<file path="config.mk">
export PLATFORM = sky130hd
export DESIGN_NAME = exp_job_sequencer
export DESIGN_NICKNAME = d
export VERILOG_FILES = /design/src/rtl/exp_job_sequencer.sv
export SDC_FILE = /design/constraint.sdc
export NUM_CORES = 1
export LEC_CHECK = 0
export CAP_MARGIN = 15
export CELL_PAD_IN_SITES_DETAIL_PLACEMENT = 1
export CELL_PAD_IN_SITES_GLOBAL_PLACEMENT = 2
export CORE_UTILIZATION = 39
export CTS_CLUSTER_SIZE = 8
export DETAILED_ROUTE_END_ITERATION = 8
export GPL_TIMING_DRIVEN = 0
export HOLD_SLACK_MARGIN = 0.08
export MAX_ROUTING_LAYER = met4
export PLACE_DENSITY = 0.84
export SYNTH_ARGS = -nofsm -noshare
export SYNTH_HDL_FRONTEND = slang
export SYNTH_SLANG_ARGS = --single-unit
</file>
<file path="constraint.sdc">
create_clock -name clk -period 4.6 [get_ports clk]
set_input_delay 0.46 -clock clk [delete_from_list [all_inputs] [get_ports clk]]
set_output_delay 0.46 -clock clk [all_outputs]
set_load 0.05 [all_outputs]
</file>
<file path="src/rtl/exp_job_sequencer.sv">
// exp_job_sequencer: buffers operands in a FIFO and runs them one at a time through the exponential engine.
// Define EXP_TIMEOUT_EN to add a WAIT-state watchdog that returns 18'h3FFFF with out_err set.
module exp_job_sequencer #(
    parameter int FIFO_DEPTH     = 4,
    parameter int TIMEOUT_CYCLES = 4096
) (
    input  logic        clk,
    input  logic        rst,
    input  logic        in_valid,
    output logic        in_ready,
    input  logic [15:0] in_x,
    output logic        eng_start,
    output logic [15:0] eng_x,
    input  logic        eng_done,
    input  logic [1:0]  eng_int,
    input  logic [15:0] eng_frac,
    output logic        out_valid,
    input  logic        out_ready,
    output logic [17:0] out_result,
    output logic        out_err,
    output logic        busy
);
    localparam int AW = $clog2(FIFO_DEPTH);
    localparam logic [1:0] IDLE = 2'd0, START = 2'd1, ARM = 2'd2, WAIT = 2'd3;

    if (FIFO_DEPTH < 2 || (FIFO_DEPTH & (FIFO_DEPTH - 1)) != 0 || TIMEOUT_CYCLES < 1) begin : g_bad_cfg
        $error("exp_job_sequencer: FIFO_DEPTH must be a power of 2 >= 2 and TIMEOUT_CYCLES >= 1");
    end

    logic [1:0]    state;
    logic [15:0]   mem [FIFO_DEPTH];
    logic [AW-1:0] wptr, rptr;
    logic [AW:0]   count, count_nxt;
    logic          push, pop, capture, timeout;

    assign push      = in_valid && in_ready;
    // a new job may leave IDLE in the same cycle the previous result is consumed
    assign pop       = state == IDLE && count != '0 && (!out_valid || out_ready);
    assign count_nxt = count + (AW+1)'(push) - (AW+1)'(pop);
    assign eng_start = state == START;
    assign busy      = count != '0 || state != IDLE || out_valid;
    assign capture   = state == WAIT && (eng_done || timeout);

`ifdef EXP_TIMEOUT_EN
    localparam int CW = $clog2(TIMEOUT_CYCLES + 1);
    logic [CW-1:0] wait_cnt;
    assign timeout = wait_cnt == CW'(TIMEOUT_CYCLES - 1);
    always_ff @(posedge clk) begin
        if (rst || state != WAIT) wait_cnt <= '0;
        else wait_cnt <= wait_cnt + CW'(1);
    end
`else
    assign timeout = 1'b0;
`endif

    always_ff @(posedge clk) begin
        if (push) mem[wptr] <= in_x;
    end

    always_ff @(posedge clk) begin
        if (rst) begin
            wptr     <= '0;
            rptr     <= '0;
            count    <= '0;
            in_ready <= 1'b1;
        end else begin
            if (push) wptr <= wptr + AW'(1);
            if (pop) rptr <= rptr + AW'(1);
            count    <= count_nxt;
            in_ready <= count_nxt != (AW+1)'(FIFO_DEPTH);
        end
    end

    // ARM exists only to let a stale level-type done from the previous job drain
    always_ff @(posedge clk) begin
        if (rst) begin
            state      <= IDLE;
            eng_x      <= '0;
            out_valid  <= 1'b0;
            out_result <= '0;
            out_err    <= 1'b0;
        end else begin
            state <= pop ? START : state == START ? ARM : state == ARM ? WAIT : capture ? IDLE : state;
            if (pop) eng_x <= mem[rptr];
            if (capture) begin
                out_valid  <= 1'b1;
                out_result <= eng_done ? {eng_int, eng_frac} : 18'h3FFFF;
                out_err    <= !eng_done;
            end else if (out_ready) begin
                out_valid <= 1'b0;
            end
        end
    end
endmodule

</file>
Word level (Yosys, flattened, before mapping)
Memories as Yosys holds them, arrays and structs flattened. A register that Yosys moved wholly into a read port is not among the register bits.
Index checks and enable logic that the tools add are counted.

word-level totals
  memories kept = 1
  output and inout bits = 39
  word-level logic and storage cells = 43
  bits of input ports = 39
  RAM bits = 64
  bits in registers = 30

memories
  memory  depth  width  rd ports  clocked after memory_dff  wr ports  RTL line  text
  mem     4      16     1         1                         1         31        logic [15:0] mem [FIFO_DEPTH];

cells by class
  eq/ne operators = 4
  muxes and demuxes = 9
  add/subtract/negate cells = 4
  reductions and logical operators = 16

operators by type and width
  operator             count
  $mux 18              1
  $mux 2               3
  $reduce_bool 3->1    2
  $mux 1               5
  $add 2x1->2 const B  2
  $eq 2x2->1 const B   2
  $logic_and 1x1->1    4
  $reduce_bool 2->1    2
  $reduce_bool 4->1    1
  $add 3x1->3          1
  $logic_or 1x1->1     3
  $ne 3x3->1 const B   1
  $sub 3x1->3          1
  $eq 2x1->1 const B   1
  $logic_not 1->1      2
  $logic_not 2->1      1
  $reduce_or 2->1      1

Depth between registers and ports, before layout
Gate-level depths: netlist (run 1).

  depth after elaboration = 6
  gate-level depth with buffers = 12
  depth with buffers taken out = 11

Worst setup path before layout (run 1)
No wires, ideal clock.

  path kind = reg2reg
  start point = register out_valid
  end point = register in_ready
  library setup time = 0.117 ns
  stages on the path, launching flop included = 12
  slack = 2.258 ns
  path buffers = 1
  arrival = 2.225 ns
  clock period less this slack = 2.342 ns
  required time = 4.483 ns
  cell sequence = dfxtp_1 nand2b_1 clkbuf_1 nand3_2 inv_2 ha_1 inv_1 ha_1 fa_1 xor3_1 nor2_1 nand2_1

between the ends
  cells in the longest elaborated chain, start to end = 5

RTL lines
  item                      RTL line  text
  start: declaration        17        output logic out_valid,
  start signal: assignment  79        out_valid <= 1'b0;
  start signal: assignment  86        out_valid <= 1'b1;
  start signal: assignment  90        out_valid <= 1'b0;
  $logic_not 1->1           38        assign pop = state == IDLE && count != '0 && (!out_valid || out_ready);
  $logic_or 1x1->1          38
  $logic_and 1x1->1         38
  named net pop             34        logic push, pop, capture, timeout;
  $sub 3x1->3               39        assign count_nxt = count + (AW+1)'(push) - (AW+1)'(pop);
  $ne 3x3->1                70        in_ready <= count_nxt != (AW+1)'(FIFO_DEPTH);
  end signal: assignment    70
  end: declaration          10        output logic in_ready,

The timed path passes the listed nets, and every way through them passes these cells.
A chain may end at the register's enable or synchronous reset.

Final worst setup path (run 1)
  start point = register count[1]
  end point = output busy

between the ends
  cells in the longest elaborated chain, start to end = 3

RTL lines
  item                            RTL line  text
  start: declaration              33        logic [AW:0] count, count_nxt;
  start signal: assignment        69        count <= count_nxt;
  $reduce_bool 3->1               41        assign busy = count != '0 || state != IDLE || out_valid;
  $logic_or 1x1->1 (2 in series)  41
  end: declaration                21        output logic busy

No other way between the ends.

==> impl_results.md, run 1 <==
- CP startpoint kind: flip-flop
- Initial antenna violation count: 0
- Layout cells sized above 1: 0.110
- Most common cell after layout, fill and taps aside: clkdlybuf4s50_1
- Synthesized area: 4370 sq um
- CTS tree: yes
- Min cycle time layout: 2.83 ns
- First-pass GRT wire length: 15.2 mm
- Final hold violations: 0
- Vias per cell: 5.06
- Most frequent cells in the layout: clkdlybuf4s50_1 (76), edfxtp_1 (64), dfxtp_1 (46)
- Resized Gates After CTS: 0
- CP Class: reg2out
- CP max FO: 10
- Area Overhead vs Synth: 25.8%
- Syn. warnings: 0
- Skew-Pair Late Insertion Delay: 0.38 ns
- RR Startpoint: count[1]
- Hold Startpoint: rst
- Placeable Area: 10900 sq um
- Avg Cell Area, Syn: 14.2 sq um
- # IOs: 78
- MaxCap Viol Count: 0
- CP Data Arrival Time: 2.37 ns
- Worst hold path type: in2reg
- Rel. slew slack: 0.408
- Sink Count: 110
- Syn Inst Count: 309
- First-pass DRT Iterations: 4
- Final nets: 446
- Total GRT Usage: 0.180
- Initial core utilization: 0.402
- CP Capture Type: output pin
- PortBufs: 76
- Status: complete, no violations
- Skew final: 0.0148 ns
- Clock root buffer master: clkbuf_8
- Final core utilization: 0.505
- Postcts setup bufs: 0
- Final setup viols: 0
- H-tree depth: 3
- Synth Net Count: 359
- Largest net degree at the start of global routing: 22
- Post-synthesis cell type count: 35
- TNS Setup: 0 ns
- Worst Setup SP: count[1]
- Worst Path Required: 4.14 ns
- Slew @ Worst Pin: 0.888 ns
- Die W: 108 um
- Diode count: 0
- Antenna Nets Post-Route: 0
- Vias in the first global route: 2913
- Yosys reg bits: 110
- Unrepaired setup endpoints after global routing: no
- PwrDens: 562 nW/um^2
- Site Rows: 38
- Worst-path clk slew: 0.12 ns
- Pins Over Slew Limit: 0
- DPL Wire Length: 6.74 mm
- Max Freq: 0.354 GHz
- # DRC: 0
- Pleak: 1.91 nW
- Sequential area share after synthesis: 0.650
- Routed wire length: 9.48 mm
- WL per Instance: 17.5 um
- Initial DRC Count: 104
- Vias after detailed routing: 2737
- Total CTS buffers: 9
- Seq. cell area: 2840 sq um
- Filler Cell Count: 1103
- Max Root-Sink Buffers: 2
- Area of the multi-input gates: 1330 sq um
- Post-CTS Hold Fix Bufs: 0
- Total gr overflow: 0
- Worst IR Drop VDD: 0.233 mV
- Die Y: 108 um
- Full die area: 11600 sq um
- RD Place Congestion: 0.762
- Final cycle utilization of the critical path: 0.614
[synth_stat cells]
cell	instances	area share
edfxtp_1	64	0.44
clkbuf_8	5	0.016
mux4_2	7	0.036
inv_1	7	0.0060
nor3_4	1	0.0037
buf_6	1	0.0026
a21oi_1	40	0.046
mux4_1	9	0.054
or4_1	1	0.0017
nand2_1	40	0.034
mux2_2	1	0.0026
nand3_1	1	0.0011
dfxtp_1	46	0.21
inv_2	2	0.0017
nor2b_1	4	0.0057
a211oi_1	1	0.0017
nand4_1	17	0.024
clkbuf_1	6	0.0051
mux2i_1	1	0.0023
nor2_1	4	0.0034
clkbuf_4	1	0.0017
or3_1	2	0.0029
nor3_1	1	0.0011
o31ai_1	17	0.029
xor3_1	1	0.0054
and3_1	4	0.0057
nand3_2	1	0.0023
nand2b_1	1	0.0014
buf_12	1	0.0046
nor3b_1	1	0.0017
fa_1	1	0.0046
and2_1	1	0.0014
ha_1	10	0.029
buf_2	8	0.0092
xnor2_1	1	0.0020
[flip-flops by register name (all words and copies together) (netlist names)]
name and count:
count 3, eng_x 16, in_ready 1, mem 64, out_err 1, out_result 18, out_valid 1, rptr 2
state 2, wptr 2
[per-layer routing]
metal,GRT usage,vias up,routed length (um)
li1,-,1332,-
met1,0.221,1318,4280
met2,0.299,75,4630
met3,0.0381,12,453
met4,0.0558,0,127
met5,-,-,0
[logic make-up (layout without fill, tap and decap cells)]
kind of cell	Yosys count	count (layout)	synth area share
DFF	110	110	0.650
and+or+nand+nor	79	79	0.0910
AOI/OAI and AO/OA	58	58	0.0767
buffers and inverters	31	123	0.0466
muxes	18	18	0.0950
adders and majority gates	11	11	0.0332
xor gates and xnor gates	2	2	0.00744
[cell type report]
cell class | count | share of cell area
sequential | 110 | 0.517
clock buffer | 9 | 0.0225
buffer | 22 | 0.0309
inverter | 9 | 0.00614
multi-input combinational | 168 | 0.241
clock inverter | 7 | 0.0127
timing repair buffer | 76 | 0.138
tap | 140 | 0.0318
[critical path, cell delays in order, from the launching register on]
cell and delay (ns):
dfxtp_1 0.38, or3_1 0.37, buf_2 0.20, or3_1 0.33, clkdlybuf4s50_1 0.72
[metrics by stage]
stage	setup slack [ns]	total power [mW]	area, sq um	hold WS [ns]	instances
2_1_floorplan	2.26	2.17	4370	0.467	309
3_3_place_gp	1.75	2.53	5310	0.442	525
3_5_place_dp	1.67	2.56	5310	0.448	525
4_1_cts	1.74	3.12	5500	0.295	541
5_1_grt	1.65	3.27	5500	0.296	541
6_report	1.77	3.09	5500	0.304	541
[power breakdown]
group          switching, mW  internal (mW)  total, mW
sequential            0.0805           1.20       1.28
combinational          0.731          0.500       1.23
clock                  0.362          0.212      0.575
total                   1.17           1.92       3.09
[path summary, 6_finish.rpt]
| check | end | depth (start not counted) | slack [ns] |
|---|---|---|---|
| setup reg to reg | in_ready | 11 | 2.16 |
| setup / recovery | busy | 4 | 1.77 |
| hold reg to reg | out_result[17] | 2 | 0.46 |
| hold / removal | count[0] | 2 | 0.30 |
No activity file was read; power rests on OpenSTA's default activity.
==> run 2: changes to the inputs <==
CORE_UTILIZATION = 36   (was 39)
PLACE_DENSITY = 0.78   (was 0.84)
clock period = 2.7 ns   (was 4.6 ns; I/O delays follow)
==> run 2 against run 1 <==
Net effect:
- the flow now finishes with violations (DRC)
- power grew 81%
- first-iteration DRC count up 15%
- flip-flop and latch count is the same
- via count up 1.4%
- sequential power increased by 71%
- critical endpoint unchanged
- critical path depth did not move
==> impl_results.md, run 2 (synthesis results as in run 1) <==
- Site Rows: 39
- Final cycle utilization of the critical path: 0.961
- # DRC: 11
- Top Registers: mem x64, out_result x18, eng_x x16
- Clock share of power: 0.230
- PortBufs: 76
- Skew final: 0.0120 ns
- Initial core utilization: 0.377
- Status: complete, but fails checks
- # IOs: 78
- Routed wire length: 9.39 mm
- Unrepaired setup endpoints after global routing: no
- Layout cells sized above 1: 0.110
- Sw Share: 0.364
- H-tree depth: 3
- Largest Register: mem
- DPL Wire Length: 6.50 mm
- Final setup viols: 0
- CP startpoint kind: flip-flop
- PwrDens: 997 nW/um^2
- Internal: 3.55 mW
- First-pass GRT wire length: 15.2 mm
- Final hold violations: 0
- Total CTS buffers: 9
- Resized Gates After CTS: 0
- Vias in the first global route: 2945
- CP Class: reg2out
- Final nets: 446
- Post-CTS Hold Fix Bufs: 0
- CP max stage cell: clkdlybuf4s50_1
- Max FFs per register: 64
- Comb pwr share: 0.377
- Die Y: 112 um
- Most common cell after layout, fill and taps aside: clkdlybuf4s50_1
- Clock root buffer master: clkbuf_16
- Max Freq: 0.385 GHz
- Grt met1 use: 0.202
- Seq pwr share: 0.393
- Full die area: 12600 sq um
- Total gr overflow: 0
- Worst hold path type: in2reg
- CP max FO: 10
- Slew @ Worst Pin: 0.879 ns
- Met3 Track Usage GR: 0.0275
- Rel. slew slack: 0.414
- Final instance area: 5610 sq um
- Postcts setup bufs: 0
- Largest net degree at the start of global routing: 22
- CP Cell Sequence: or3_1 > buf_2 > or3_1 > clkdlybuf4s50_1
- Initial DRC Count: 120
- Skew-Pair Late Insertion Delay: 0.35 ns
- Placeable Area: 11600 sq um
- Worst IR Drop VDD: 0.389 mV
- Die W: 112 um
- Worst Path Required: 2.43 ns
- Max incr delay on CP: 0.73 ns
- MaxCap Viol Count: 0
- Met2 global-route usage: 0.264
- CTS tree: yes
- CP Capture Type: output pin
- Initial antenna violation count: 0
- Placed Instance Area: 5310 sq um
- WL per Instance: 17.3 um
- TNS Setup: 0 ns
- Worst-path clk slew: 0.07 ns
- CP Data Arrival Time: 2.32 ns
- Most frequent cells in the layout: clkdlybuf4s50_1 (76), edfxtp_1 (64), dfxtp_1 (46)
- Vias per cell: 5.10
- Min cycle time layout: 2.59 ns
- Diode count: 0
- Max Root-Sink Buffers: 2
- Pleak: 1.96 nW
- Gr busiest metal: met2
- Psw: 2.04 mW
- Total GRT Usage: 0.161
- Antenna Nets Post-Route: 0
- Vias after detailed routing: 2775
- Failing checks: DRC
- Sink Count: 110
- Pins Over Slew Limit: 0
- RD Place Congestion: 0.698
- Reg-to-reg slack, setup: 0.28 ns
- First-pass DRT Iterations: 6
- Area Overhead vs Synth: 28.2%
- Crit-path most repeated cell: or3_1
## run 2: final timing paths
check | startpoint | to | cells past startpoint
min reg2reg | out_result[0] | out_result[0] | 2
max | count[1] | busy | 4
max reg2reg | count[1] | in_ready | 11
min | rst | count[0] | 2
## run 2: routing by layer
| metal | share of wire | vias up | wire (um) |
|---|---|---|---|
| met5 | 0 | - | 0 |
| met4 | 0.015 | 0 | 143 |
| met3 | 0.043 | 10 | 405 |
| met2 | 0.48 | 67 | 4510 |
| met1 | 0.46 | 1361 | 4330 |
| li1 | - | 1337 | - |
## run 2: stage by stage
| stage | instances | hold WS, ns | setup WS [ns] | util | power [mW] |
|---|---|---|---|---|---|
| floorplan | 309 | 0.369 | 0.358 | - | 3.70 |
| global placement | 528 | 0.441 | 0.0773 | 0.457 | 4.32 |
| detailed placement | 528 | 0.453 | 0.0468 | 0.457 | 4.37 |
| CTS | 544 | 0.159 | 0.0842 | 0.483 | 5.66 |
| global route | 544 | 0.165 | 0.0259 | 0.483 | 5.87 |
| finish | 544 | 0.163 | 0.105 | 0.483 | 5.59 |
## run 2: cell type report
cell class / instances / area [sq um]
Inverter: 9 / 33.8
Fill cell: 1188 / 6010
Clock buffer: 9 / 225
Clock inverter: 7 / 67.6
Buffer: 22 / 170
Sequential cell: 110 / 2840
Timing Repair Buffer: 76 / 761
Multi-Input combinational cell: 168 / 1330
Tap cell: 143 / 179
## run 2: power groups by stage
| stage | Sequential (mW) | Combinational (mW) | Clock (mW) |
|---|---|---|---|
| 2_1_floorplan | 2.59 | 1.11 | 0 |
| 3_3_place_gp | 2.23 | 2.09 | 0 |
| 3_5_place_dp | 2.24 | 2.13 | 0 |
| 4_1_cts | 2.20 | 2.14 | 1.33 |
| 5_1_grt | 2.22 | 2.27 | 1.38 |
| 6_report | 2.19 | 2.11 | 1.29 |
## run 2: critical path, delay by kind of cell (launching register included)
family / cells / cell delay (ns)
buffers and inverters: 2 / 0.93
DFF: 1 / 0.36
and+or+nand+nor: 2 / 0.70
==> run 3: changes to the inputs <==
GPL_ROUTABILITY_DRIVEN = 1   (was not set)
==> results of run 3 <==
The final DEF is identical to that of run 2; final timing and power are the same.
